File: src/rtl/pc_sequencer.sv
// Program-counter sequencer with a req/done run handshake, stall, a LIFO
// call/return stack and sticky stack-error flags.
module pc_sequencer #(
  parameter int unsigned D          = 12,
  parameter int unsigned SD         = 4,
  parameter int unsigned START_ADDR = 0,
  parameter int unsigned END_ADDR   = 128
) (
  input  logic                     clk,
  input  logic                     reset,
  input  logic                     req,
  input  logic                     stall,
  input  logic                     rel_en,
  input  logic                     abs_en,
  input  logic                     call_en,
  input  logic                     ret_en,
  input  logic [D-1:0]             target,
  output logic [D-1:0]             prog_ctr,
  output logic                     running,
  output logic                     done,
  output logic [$clog2(SD+1)-1:0]  stk_depth,
  output logic                     stk_ovf,
  output logic                     stk_unf
);

  localparam int unsigned DW = $clog2(SD + 1);
  localparam int unsigned AW = (SD > 1) ? $clog2(SD) : 1;
  localparam logic [D-1:0] START_PC = D'(START_ADDR);
  localparam logic [D-1:0] END_PC   = D'(END_ADDR);

  typedef enum logic [1:0] {IDLE, RUN, DONE} state_t;

  state_t         state;
  logic [D-1:0]   stack [SD];
  logic [D-1:0]   pc_inc;
  logic [AW-1:0]  push_idx;
  logic [AW-1:0]  top_idx;
  logic           active;
  logic           push;

  assign running  = (state == RUN);
  assign done     = (state == DONE);
  assign pc_inc   = prog_ctr + D'(1);
  assign push_idx = AW'(stk_depth);
  assign top_idx  = AW'(stk_depth - DW'(1));

  // A call only pushes when it wins priority and the stack has room.
  assign active = (state == RUN) && (prog_ctr != END_PC) && !stall;
  assign push   = active && !ret_en && call_en && (stk_depth < DW'(SD));

  // NOTE: the stack array has no reset; stk_depth alone defines which
  // entries are valid, so clearing the storage would only cost flops.
  always_ff @(posedge clk) begin
    if (push) stack[push_idx] <= pc_inc;
  end

  // NOTE: all sequential state uses non-blocking assignments so every
  // branch reads the pre-edge values of prog_ctr, stk_depth and the stack.
  always_ff @(posedge clk or posedge reset) begin
    if (reset) begin
      state     <= IDLE;
      prog_ctr  <= START_PC;
      stk_depth <= '0;
      stk_ovf   <= 1'b0;
      stk_unf   <= 1'b0;
    end else begin
      case (state)
        IDLE: begin
          prog_ctr <= START_PC;
          if (req) state <= RUN;
        end
        RUN: begin
          if (prog_ctr == END_PC) begin
            state <= DONE;
          end else if (!stall) begin
            if (ret_en) begin
              if (stk_depth != '0) begin
                prog_ctr  <= stack[top_idx];
                stk_depth <= stk_depth - DW'(1);
              end else begin
                stk_unf  <= 1'b1;
                prog_ctr <= pc_inc;
              end
            end else if (call_en) begin
              if (stk_depth < DW'(SD)) begin
                prog_ctr  <= target;
                stk_depth <= stk_depth + DW'(1);
              end else begin
                stk_ovf  <= 1'b1;
                prog_ctr <= pc_inc;
              end
            end else if (abs_en) begin
              prog_ctr <= target;
            end else if (rel_en) begin
              // Same-width add is the sign-extended offset modulo 2^D.
              prog_ctr <= prog_ctr + target;
            end else begin
              prog_ctr <= pc_inc;
            end
          end
        end
        DONE: begin
          if (!req) begin
            state     <= IDLE;
            prog_ctr  <= START_PC;
            stk_depth <= '0;
            stk_ovf   <= 1'b0;
            stk_unf   <= 1'b0;
          end
        end
        default: state <= IDLE;
      endcase
    end
  end

endmodule

File: config.mk
export PLATFORM = sky130hd
export DESIGN_NAME = pc_sequencer
export DESIGN_NICKNAME = d
export VERILOG_FILES = /design/src/rtl/pc_sequencer.sv
export SDC_FILE = /design/constraint.sdc
export NUM_CORES = 1
export LEC_CHECK = 0
export ABC_AREA = 1
export CORE_MARGIN = 2
export CORE_UTILIZATION = 46
export CTS_CLUSTER_DIAMETER = 120
export DETAILED_ROUTE_END_ITERATION = 10
export HOLD_SLACK_MARGIN = 0.03
export PLACE_DENSITY = 0.68
export SLEW_MARGIN = 20
export SYNTH_ARGS = -nofsm -noshare
export SYNTH_HDL_FRONTEND = slang
export SYNTH_SLANG_ARGS = --single-unit
File: constraint.sdc
create_clock -name clk -period 5.45 [get_ports clk]
set_input_delay 1.3625 -clock clk [delete_from_list [all_inputs] [get_ports clk]]
set_output_delay 1.3625 -clock clk [all_outputs]
set_load 0.005 [all_outputs]
=== Word level (Yosys, flattened, before mapping) ===
Memory sizes are Yosys's and may differ from the RTL's.
Index checks and enable logic that the tools add are counted.

* Register bits: 19
* Memory bits (writable): 48
* Input port bits: 20
* Output and inout bits: 19
* Memories: 1

* Add/sub/neg operators: 4
* Magnitude comparators: 1
* Equal/unequal tests: 17
* Muxes and demuxes: 36
* Reductions and logical operators: 16

{| class="wikitable"
|+ Memory list
! memory !! depth !! width !! rd ports !! clocked after Yosys merged registers in !! write ports !! RTL line !! RTL
|-
| stack || 4 || 12 || 1 || 0 || 1 || 34 || <nowiki>logic [D-1:0] stack [SD];</nowiki>
|}

{| class="wikitable"
|+ Operator list
! cell !! number
|-
| $mux 12 || 9
|-
| $pmux 12 s3 || 1
|-
| $mux 3 || 7
|-
| $ne 2x2->1 const B || 9
|-
| $reduce_and 7->1 || 2
|-
| $add 12x1->12 const B || 1
|-
| $add 12x12->12 || 1
|-
| $eq 12x8->1 const B || 1
|-
| $mux 1 || 12
|-
| $ne 12x8->1 const B || 1
|-
| $mux 2 || 3
|-
| $ne 3x2->1 const B || 2
|-
| $pmux 2 s3 || 1
|-
| $pmux 3 s2 || 1
|-
| $reduce_and 6->1 || 1
|-
| $reduce_bool 3->1 || 2
|-
| $logic_and 1x1->1 || 5
|-
| $pmux 1 s2 || 2
|-
| $reduce_and 4->1 || 1
|-
| $add 3x1->3 const B || 1
|-
| $lt 3x3->1 const B || 1
|-
| $ne 3x3->1 const B || 1
|-
| $reduce_and 3->1 || 1
|-
| $sub 3x1->3 const B || 1
|-
| other kinds (6) || 7
|}

=== Depth between registers and ports, before layout ===
Gate-level depths: netlist of the first run.

* Depth after elaboration: 8
* Gate-level depth with buffers: 15
* Gate-level depth less buffers: 15

=== Worst setup path after synthesis of the first run ===
Ideal clock, no wire load.

* Kind: input-to-reg
* Start: input port ret_en
* End: memory stack[1][0], enable pin
* Library setup time: 0.380 ns
* Data arrival time: 2.506 ns
* Path slack: 2.564 ns
* Stages on the path: 4
* Buffers on the path: 1
* Cells stage by stage: nor2_1 > buf_2 > nand4_1 > nor2_1

* Word-level cells in the longest chain between the ends: 6

{| class="wikitable"
|+ Ends and longest elaborated chain
! element !! RTL line !! RTL
|-
| from (decl) || 16 || <nowiki>input logic ret_en,</nowiki>
|-
| $logic_not 1->1 || 49 || <nowiki>assign push = active && !ret_en && call_en && (stk_depth < DW'(SD));</nowiki>
|-
| $logic_and 1x1->1 (3 in a row) || 49 ||
|-
| $mux 1 || 54 || <nowiki>if (push) stack[push_idx] <= pc_inc;</nowiki>
|-
| $mux 1 (not written as such) || 54 ||
|-
| to (decl) || 34 ||
|}

No other way between the ends.

=== Worst setup path in the final report of the first run ===
* Start: register stk_depth[0]
* End: register prog_ctr[9]

* Word-level cells in the longest chain between the ends: 7
* Elaborated cells between the ends (all ways): 11
* Classes of those cells: 1 x add/sub; 1 x order compare; 7 x mux; 1 x reduce/logical; 1 x memory

{| class="wikitable"
|+ Ends and longest elaborated chain
! element !! RTL line !! RTL
|-
| from (decl) || 21 || <nowiki>output logic [$clog2(SD+1)-1:0] stk_depth,</nowiki>
|-
| from (signal assigned) || 79 || <nowiki>stk_depth <= stk_depth - DW'(1);</nowiki>
|-
| from (signal assigned) || 87 || <nowiki>stk_depth <= stk_depth + DW'(1);</nowiki>
|-
| $sub 3x1->3 or $lt 3x3->1 (tied branches) || - ||
|-
| $mem_v2 4x12 or $mux 12 (tied branches) || - ||
|-
| $mux 12 (on tied branches) || 77, 84 ||
|-
| $mux 12 (*) || 76 || <nowiki>if (ret_en) begin</nowiki>
|-
| $mux 12 (*) || 75 || <nowiki>end else if (!stall) begin</nowiki>
|-
| $mux 12 (*) || 73 || <nowiki>if (prog_ctr == END_PC) begin</nowiki>
|-
| $pmux 12 s3 (*) || 67 || <nowiki>case (state)</nowiki>
|-
| to (signal assigned) || 78 || <nowiki>prog_ctr <= stack[top_idx];</nowiki>
|-
| to (signal assigned) || 82 || <nowiki>prog_ctr <= pc_inc;</nowiki>
|-
| to (signal assigned) || 86 || <nowiki>prog_ctr <= target;</nowiki>
|-
| to (decl) || 18 || <nowiki>output logic [D-1:0] prog_ctr,</nowiki>
|}

Every way passes the cells marked *; elsewhere a longest branch is shown, timed or not. The select of a mux whose other input is x is not followed.
A chain may end at the register's enable or synchronous reset.

==> metrics.csv, run 1 <==
stage;metric;value;unit
yosys;Post-Synth Adder-Cell Area;0.0686;
layout;# diodes;0;
sta;RSZ-0062 raised after global routing;no;
global_routing;largest net degree at the start of global routing;30;
layout;fraction of layout instances using a drive strength above 1;0.0723;
yosys;sequential share of the synthesized area;0.427;
die;Core ar.;9640;um2
placed_design;Port-buffer cells;38;
clocking;htree depth;3;
sta;# setup viols final;0;
clocking;CTS Buf Count;9;
layout;Layout fillers;950;
job;Max Cap Viol;0;
power_and_ir_drop;Leak;0.00212;uW
layout;Register Area;1920;um2
setup_path;cell mode on critical path;a21oi_1;
sta;WHS;0.493;ns
yosys;Synth Area in Compound Gates;0.182;
yosys;Post-Synthesis Cells;545;
yosys;Netlist cell types;49;
clocking;CTS Hold Bufs;0;
sta;clk_skew;0.00751;ns
layout;nets;620;
die;IO Pins;39;
yosys;post-synthesis mux area share;0;
yosys;Yosys warnings;0;
routing;DRT iter0 DRCs;215;
sta;Slew headroom;0.339;
placed_design;Post-DP Area;4900;um2
yosys;syn nets;589;
setup_path;CP max-delay cell;dfrtp_1;
hold_path;Min-Delay Path Class;reg2reg;
routing;DRT Pass-1 Iters;4;
setup_path;Critical Path End Type;register;
die;Die X;103;um
die;Starting Density;0.466;
sta;Final Critical Period;3.51;ns
die;row cnt;36;
outcome;status;finished, final reports clean;
layout;most frequent cells in the layout;nand2_1 (141), inv_1 (56), a21oi_1 (51), edfxtp_1 (48), clkdlybuf4s50_1 (38);
routing;total number of vias;3888;
sta;fin crit share;0.644;
clocking;clock-pin slew on the worst setup and hold paths;0.07;ns
global_routing;vias in the first global route;3752;
global_routing;GRT overflow;0;
die;DIE AREA;10600;um2
routing;vias per cell;5.45;
setup_path;worst-path maximum fanout;29;
power_and_ir_drop;power per cell area;528;nW/um2
global_routing;total track usage;0.230;
setup_path;CP cell instances;clkinv_2 -> ha_1 -> inv_1 -> a21oi_1 -> a32o_1 -> o21ai_0 -> a21oi_1 -> a21boi_1;
layout;P&R area growth vs syn;13.2;%
setup_path;Worst setup SP type;register;
yosys;largest family of logic cells by synthesized area;simple AND/OR/NAND/NOR gates;
sta;max-slew violation count;0;
yosys;Syn Area/Cell;8.23;um2
routing;drt total wl;11.4;mm
yosys;post-synthesis simple-gate area fraction;0.222;
die;die height;103;um
layout;area occupied by multi-input gates;2190;um2
clocking;cts repair resizes;0;
clocking;clk_lat worst skew;0.35;ns
sta;count of final hold-check violations;0;
hold_path;worst hold path cell count;2;
clocking;CTS Sinks;67;
sta;worst slew pin tran;0.988;ns
global_routing;wire length of the first global-routing pass;18.6;mm
layout;post-route cell area;5080;um2
setup_path;Worst Reg-to-Reg Cells;8;
setup_path;critical path's top delay family;buffers and inverters;
global_routing;initial antenna violation count;0;
power_and_ir_drop;VDD IR max;0.249;mV
yosys;Post-Synth XOR/XNOR Area;0.0153;
clocking;TritonCTS clock tree;built;
power_and_ir_drop;overall power;2680;uW
layout;Util after Layout;0.527;
setup_path;Worst path max stage delay;0.90;ns
routing;Detail Route Antenna Nets;0;
yosys;Synth Register Bits;67;
placed_design;post-DP HPWL;8.76;mm
routing;DRC viols;0;
layout;commonest non-fill, non-tap cell in the layout;nand2_1;
sta;fmax;0.285;GHz
setup_path;Buf/Inv on CP;2;
placed_design;final RePlAce weighted congestion;0.919;
clocking;largest buffer count on any clock path;2;
routing;drt wl/cell;16.0;um
yosys;synthesized area;4490;um2
setup_path;kind of critical path;reg2reg;
setup_path;WP data required;5.71;ns
clocking;clk root buf;clkbuf_8;
setup_path;WP depth;8;
sta;setup_tns;0;ns
clocking;Setup Fix Bufs, Post-CTS;0;
setup_path;worst path arrival time;3.77;ns
-- layer usage --
metal / global-route usage / up-vias / part of all wire
li1: - / 1924 / -
met1: 0.327 / 1823 / 0.48
met2: 0.361 / 124 / 0.46
met3: 0.0353 / 17 / 0.048
met4: 0.0830 / 0 / 0.014
met5: 0 / - / 0
-- layout make-up --
cell class | instances | area share
Timing Repair Buffer | 39 | 0.0763
Inverter | 63 | 0.0468
Sequential cell | 67 | 0.377
Clock inverter | 6 | 0.0111
Multi-Input combinational cell | 396 | 0.431
Tap cell | 133 | 0.0328
Clock buffer | 10 | 0.0251
-- state kept, by name (all words and copies together), names as in the netlist --
signal,count
stack,48
prog_ctr,12
stk_depth,3
state,2
stk_ovf,1
stk_unf,1
-- synth_stat cells (all sizes together) --
cell	n	area, um2
dfrtp	19	475
o21bai	2	15.0
xor2	5	51.3
a32o	8	80.1
a22oi	5	57.6
nand2	145	559
clkbuf	4	28.8
a221o	1	10.0
nor3	4	20.0
fa	1	20.0
o2111ai	2	17.5
o22ai	8	50.1
buf	15	116
inv	62	233
edfxtp	48	1440
o211ai	4	30.0
o21ai	43	219
nand4	9	56.3
a31oi	2	12.5
or2	3	18.8
a21boi	4	30.0
ha	23	288
clkinv	1	5.00
nand3b	1	7.51
a21o	1	7.51
o31ai	2	15.0
nor4	1	6.26
nor2	41	179
nand3	26	148
a21oi	53	273
xnor2	2	17.5
-- power by group --
group | internal (uW) | switching [uW]
combinational | 564 | 895
sequential | 676 | 149
clock | 207 | 190
-- metrics by stage --
step                worst slack, ns  cells
floorplan                      2.56    545
global placement               1.67    698
detailed placement             1.65    698
CTS                            1.98    714
global route                   1.68    714
finish                         1.94    714
-- worst min-delay path, cell delays in order, from the launching register on --
cell	delay (ns)
dfrtp_1	0.35
nand2_1	0.05
o21ai_0	0.06
-- final timing paths --
| check | endpoint | slack, ns | start |
|---|---|---|---|
| worst max-delay path | prog_ctr[9] | 1.94 | stk_depth[0] |
| worst min-delay path | stk_ovf | 0.49 | stk_ovf |
| worst max register to register | prog_ctr[9] | 1.94 | stk_depth[0] |
| worst min register to register | stk_ovf | 0.49 | stk_ovf |
| max in group asynchronous | prog_ctr[4] | 3.46 | reset |
| min in group asynchronous | stk_ovf | 1.47 | reset |
-- cell families after synthesis --
logic type               count (synthesis)
AO/OA/AOI/OAI                          135
XOR/XNOR                                 7
adder cells (fa/ha/maj)                 24
buffers and inverters                   82
flip-flops                              67
AND/OR/NAND/NOR                        230
(Power assumes the default switching activity.)
==> run 2: changes to the inputs <==
Settings changed: PLACE_DENSITY 0.68 to 0.7.
Clock period 5.45 ns to 3 ns, I/O delays scaled along.
==> metrics.csv, run 2 (same netlist as run 1, synthesis figures left out) <==
stage;metric;value;unit;change
sta;fin worst setup slack;0.492;ns;was 1.94 ns
layout;fraction of layout instances using a drive strength above 1;0.0946;;was 0.0723
routing;DRT iter0 DRCs;245;;was 215
sta;max-slew violation count;0;;unchanged
layout;area occupied by multi-input gates;2190;um2;unchanged
die;Core ar.;9640;um2;unchanged
clocking;CTS Sinks;67;;unchanged
clocking;htree depth;3;;unchanged
clocking;Setup Fix Bufs, Post-CTS;0;;unchanged
layout;post-route insts no fill;725;;was 714
placed_design;final RePlAce weighted congestion;1.00;;was 0.919
setup_path;Worst path max stage delay;0.56;ns;was 0.90 ns
power_and_ir_drop;overall power;5000;uW;was 2680 uW
layout;Regs by FF count;stack: 48 flops, prog_ctr: 12 flops, stk_depth: 3 flops;;unchanged
layout;commonest non-fill, non-tap cell in the layout;nand2_1;;unchanged
routing;drt total wl;11.5;mm;was 11.4 mm
power_and_ir_drop;Sequential Power Share;0.292;;was 0.308
clocking;clk root buf;clkbuf_8;;unchanged
setup_path;Worst setup SP type;register;;unchanged
setup_path;CP cell instances;inv_1 -> ha_1 -> clkdlybuf4s50_1;;was clkinv_2 -> ha_1 -> inv_1 -> a21oi_1 -> a32o_1 -> o21ai_0 -> a21oi_1 -> a21boi_1
placed_design;DP Worst Slack;0.189;ns;was 1.65 ns
sta;clk_skew;0.0117;ns;was 0.00751 ns
power_and_ir_drop;cell internal pwr;2750;uW;was 1450 uW
placed_design;Placed Cells;709;;was 698
die;Starting Density;0.466;;unchanged
setup_path;Critical Path End Type;primary output;;was register
layout;Util after Layout;0.539;;was 0.527
power_and_ir_drop;clock power share;0.164;;was 0.148
layout;Layout fillers;944;;was 950
hold_path;Min-Delay Path Class;reg2reg;;unchanged
routing;DRT Pass-1 Iters;4;;unchanged
setup_path;kind of critical path;reg2out;;was reg2reg
sta;fin crit share;0.836;;
routing;vias per cell;5.41;;was 5.45
global_routing;total track usage;0.232;;was 0.230
placed_design;post-DP HPWL;8.75;mm;was 8.76 mm
sta;worst slew pin tran;0.806;ns;was 0.988 ns
global_routing;vias in the first global route;3881;;was 3,752
power_and_ir_drop;power per cell area;962;nW/um2;was 528 nW/um2
global_routing;largest net degree at the start of global routing;29;;was 30
layout;Register Area;1920;um2;unchanged
outcome;status;finished, final reports clean;;unchanged
setup_path;worst-path maximum fanout;7;;was 29
clocking;cts repair resizes;0;;unchanged
power_and_ir_drop;Comb pwr share;0.544;;about the same
routing;Detail Route Antenna Nets;0;;unchanged
die;Die X;103;um;unchanged
global_routing;wire length of the first global-routing pass;18.8;mm;was 18.6 mm
clocking;CTS Hold Bufs;0;;unchanged
global_routing;GRT overflow;0;;unchanged
sta;Final Critical Period;2.51;ns;
clocking;clk_lat worst skew;0.34;ns;was 0.35 ns
global_routing;initial antenna violation count;0;;unchanged
setup_path;worst path arrival time;1.76;ns;was 3.77 ns
power_and_ir_drop;Sw Ratio;0.450;;was 0.460
job;Max Cap Viol;0;;unchanged
die;DIE AREA;10600;um2;unchanged
layout;nets;631;;was 620
setup_path;CP max-delay cell;clkdlybuf4s50_1;;was dfrtp_1
routing;DRC viols;0;;unchanged
clocking;TritonCTS clock tree;built;;unchanged
die;row cnt;36;;unchanged
clocking;CTS Buf Count;9;;unchanged
placed_design;Port-buffer cells;38;;unchanged
sta;fmax;0.399;GHz;
layout;P&R area growth vs syn;15.8;%;was 13.2%
sta;setup_tns;0;ns;unchanged
power_and_ir_drop;NetSw;2250;uW;was 1230 uW
sta;Slew headroom;0.462;;was 0.339
die;IO Pins;39;;unchanged
setup_path;Buf/Inv on CP;2;;unchanged
power_and_ir_drop;Leak;0.00219;uW;was 0.00212 uW
sta;# setup viols final;0;;unchanged
clocking;clock-pin slew on the worst setup and hold paths;0.08;ns;was 0.07 ns
sta;count of final hold-check violations;0;;unchanged
setup_path;critical path's top delay family;buffers and inverters;;unchanged
power_and_ir_drop;VDD IR max;0.502;mV;was 0.249 mV
clocking;largest buffer count on any clock path;2;;unchanged
die;die height;103;um;unchanged
routing;drt wl/cell;15.8;um;was 16.0 um
sta;RSZ-0062 raised after global routing;no;;unchanged
layout;Biggest register;stack;;unchanged
layout;Largest register FFs;48;;unchanged
routing;total number of vias;3925;;was 3,888
layout;most frequent cells in the layout;nand2_1 (141), inv_1 (56), a21oi_1 (51), edfxtp_1 (48), clkdlybuf4s50_1 (38);;unchanged
setup_path;WP data required;2.25;ns;was 5.71 ns
layout;# diodes;0;;unchanged
run 2: routing by layer:
metal	routed length (um)	global-route usage
met1	5130	0.302
met2	5540	0.388
met3	450	0.0271
met4	345	0.110
met5	0	0
run 2: worst min-delay path, delay by kind of cell, from the launching register on:
family | cells | cell delay (ns)
flops | 1 | 0.35
compound gates | 1 | 0.06
simple gates | 1 | 0.05
run 2: power by group through the flow:
| stage | Sequential (uW) | Combinational (uW) | Clock [uW] |
|---|---|---|---|
| after CTS | 1460 | 2710 | 827 |
| after detailed placement | 1470 | 2700 | 0 |
| final | 1460 | 2720 | 819 |
| after global placement | 1470 | 2650 | 0 |
| after global routing | 1480 | 3060 | 872 |
| after floorplan | 1400 | 2000 | 0 |
run 2: worst paths after layout:
| check | start | slack (ns) | depth (start not counted) | to |
|---|---|---|---|---|
| max | state[0] | 0.49 | 3 | done |
| min | stk_ovf | 0.50 | 2 | stk_ovf |
| max reg2reg | prog_ctr[0] | 0.71 | 8 | stack[3][5] |
| min reg2reg | stk_ovf | 0.50 | 2 | stk_ovf |
| max in group asynchronous | reset | 1.64 | 2 | stk_depth[1] |
| min in group asynchronous | reset | 0.85 | 2 | stk_depth[2] |
run 2: final cells by class:
type	instances	share of cell area
clock buffer	10	0.0246
clock inverter	6	0.0171
inverter	63	0.0458
multi-input combinational	396	0.421
sequential	67	0.369
tap	133	0.0320
timing repair buffer	50	0.0905
run 2: stage by stage:
stage / hold slack (ns) / area [um2]
6_report: 0.497 / 5200
5_1_grt: 0.524 / 5200
4_1_cts: 0.504 / 5200
3_5_place_dp: 0.485 / 4980
3_3_place_gp: 0.470 / 4980
2_1_floorplan: 0.476 / 4490
==> patch, RTL diff (config.mk and constraints of run 2) <==
Put one more register stage on the output `stk_ovf`, cleared by the reset. The value now appears one clock later. The other outputs are not delayed to match.
--- a/src/rtl/pc_sequencer.sv
+++ b/src/rtl/pc_sequencer.sv
@@ -30,6 +30,8 @@
 
   typedef enum logic [1:0] {IDLE, RUN, DONE} state_t;
 
+  logic stk_ovf_s0;
+
   state_t         state;
   logic [D-1:0]   stack [SD];
   logic [D-1:0]   pc_inc;
@@ -61,7 +63,7 @@
       state     <= IDLE;
       prog_ctr  <= START_PC;
       stk_depth <= '0;
-      stk_ovf   <= 1'b0;
+      stk_ovf_s0 <= 1'b0;
       stk_unf   <= 1'b0;
     end else begin
       case (state)
@@ -86,7 +88,7 @@
                 prog_ctr  <= target;
                 stk_depth <= stk_depth + DW'(1);
               end else begin
-                stk_ovf  <= 1'b1;
+                stk_ovf_s0 <= 1'b1;
                 prog_ctr <= pc_inc;
               end
             end else if (abs_en) begin
@@ -104,7 +106,7 @@
             state     <= IDLE;
             prog_ctr  <= START_PC;
             stk_depth <= '0;
-            stk_ovf   <= 1'b0;
+            stk_ovf_s0 <= 1'b0;
             stk_unf   <= 1'b0;
           end
         end
@@ -113,5 +115,13 @@
     end
   end
 
+  always_ff @(posedge clk or posedge reset) begin
+    if (reset) begin
+      stk_ovf <= '0;
+    end else begin
+      stk_ovf <= stk_ovf_s0;
+    end
+  end
+
 endmodule
 
Behaviour: not the same (a bounded check fails within 10 cycles, from zero or initial values and one cycle with reset high).
==> patch against run 2 <==
Final cell count is 4.0% higher; sequential cell count rose by 1; worst setup slack gained 0.0088 ns; cell area is 1.6% higher; combinational power increased by 7%; critical endpoint is now prog_ctr[8]$_DFFE_PP0P_; utilization up 1.1 points; count of clock-buffer cells in the layout up 1; register-to-register slack better by 0.03 ns; synthesized area is 0.11% lower; non-clock buffer count increased by 3; sequential share of layout area fell by 0.12 points; routed wire length grew 7.2%; maximum frequency rose by 0.35%; power rose by 5.6%.
==> patch: results (changes against run 2) <==
relSlewSlack: 0.402  # -0.0604
hold_start: "stk_ovf_s0$_DFFE_PP0P_"
r2r-end: "stack[2][2]$_DFFE_PP_"
syn_nets: 613  # +4.1%
fillers: 919  # -2.6%
dp.final_hpwl_mm: 9.06  # +3.6%
synth_edf_count: 48  # unchanged
seq_area_frac_synth: 0.433  # +0.00606
synthXorXnorAreaFrac: 0.0117  # -0.00361
intPower_w: 0.00287  # +4.5%
async_reset_ff_frac: 0.294  # +0.0105
drt_wl_total_mm: 12.3  # +7.2%
hold_ws_ns: 0.397  # -0.0999 ns
peakVddDrop_v: 0.000589  # +17%
outcome: "finished clean"
fin_nets: 660  # +4.6%
grt_pass1_vias: 3855  # -0.67%
crit_fanout: 4  # -3
drt_iter0_markers: 238  # -2.9%
synth_cell_types: 41  # -16%
crit_start: "target[0]"
critPathArrivalTime_ns: 2.77  # +1.01 ns
synth-adder-area-share: 0.0687  # +0.0000766
leakage_nw: 2.27  # +3.7%
hold_end: "stk_ovf$_DFF_PP0_"
h-tree-depth: 3  # unchanged
slowest_stage: "clkdlybuf4s50_1"
slowest_delay_ns: 0.45  # -0.11 ns
drive_gt1_frac: 0.0853  # -0.00925
grt_pass1_wl_mm: 19.5  # +3.7%
track_usage: 0.247  # +0.0152
vias: 4062  # +3.5%
drtPass1Iterations: 5  # +1
synth_compound_area_frac: 0.161  # -0.0207
finalClockSkew_ns: 0.00938  # -0.00236 ns
place_congestion: 0.984  # -2.1%
synth_area_leaders: "edfxtp_1 32%, nand2_1 13%, dfrtp_1 11%, ha_1 6.4%, a21oi_1 5.8%"
-- patch: cell types whose count changed in the layout (fill, tap and decap cells not counted), moves of 4 or more --
cell	before	now
nand2_1	141	153
o21ai_1	17	7
inv_1	56	64
nand3_1	24	31
nor2_1	35	41
a32o_1	8	3
o21ai_0	25	30
a211oi_1	0	4
a22oi_2	4	0
o22ai_1	8	4
-- patch: how the worst max path moves through the flow --
stage	end	slack (ns)
3_3_place_gp	prog_ctr[10]$_DFFE_PP0P_	0.22
6_report	prog_ctr[8]$_DFFE_PP0P_	0.50
4_1_cts	running	0.50
3_5_place_dp	prog_ctr[6]$_DFFE_PP0P_	0.19
2_1_floorplan	stack[1][0]$_DFFE_PP_	0.67
5_1_grt	prog_ctr[8]$_DFFE_PP0P_	0.34
-- patch: layout make-up --
class | count | area (sq um) | area share
multi-input cells | 413 | 2200 | 0.416
inverters | 71 | 267 | 0.0505
well taps | 133 | 166 | 0.0315
clock inverters | 5 | 75.1 | 0.0142
clock buffers | 11 | 141 | 0.0268
flip-flops and latches | 68 | 1940 | 0.368
repair buffers | 53 | 493 | 0.0933
-- patch: cells by family (layout without fill, tap and decap cells) --
group / after synthesis / in the layout
simple gates: 259 / 259
compound gates: 124 / 124
buf+inv: 88 / 140
flops: 68 / 68
fa+ha+maj: 24 / 24
xor+xnor: 6 / 6
-- patch: per-layer routing --
| layer | wire length (microns) | GRT usage | vias up |
|---|---|---|---|
| met5 | 0 | 0 | - |
| met2 | 5940 | 0.404 | 131 |
| met1 | 5500 | 0.334 | 1895 |
| li1 | - | - | 2016 |
| met4 | 248 | 0.0964 | 0 |
| met3 | 596 | 0.0373 | 20 |
-- patch: critical path: cells and delay by family --
kind,cells,cell delay [ns]
fa+ha+maj,2,0.69
simple gates,10,0.76
buf+inv,1,0.45
compound gates,1,0.12
-- patch: power groups by stage --
stage	clock [W]	combinational [W]	sequential, W
2_1_floorplan	0	0.00195	0.00148
3_3_place_gp	0	0.00279	0.00155
3_5_place_dp	0	0.00287	0.00155
4_1_cts	0.000834	0.00288	0.00154
5_1_grt	0.000865	0.00326	0.00158
6_report	0.000823	0.00290	0.00155
-- patch: stage by stage --
step	std cells	total power (W)	util	cell area [sq um]	worst slack (ns)
6_report	754	0.00528	0.550	5280	0.501
5_1_grt	754	0.00570	0.550	5280	0.344
4_1_cts	754	0.00525	0.550	5280	0.502
3_5_place_dp	738	0.00442	0.528	5060	0.193
3_3_place_gp	738	0.00435	0.528	5060	0.217
2_1_floorplan	569	0.00343	-	4480	0.669
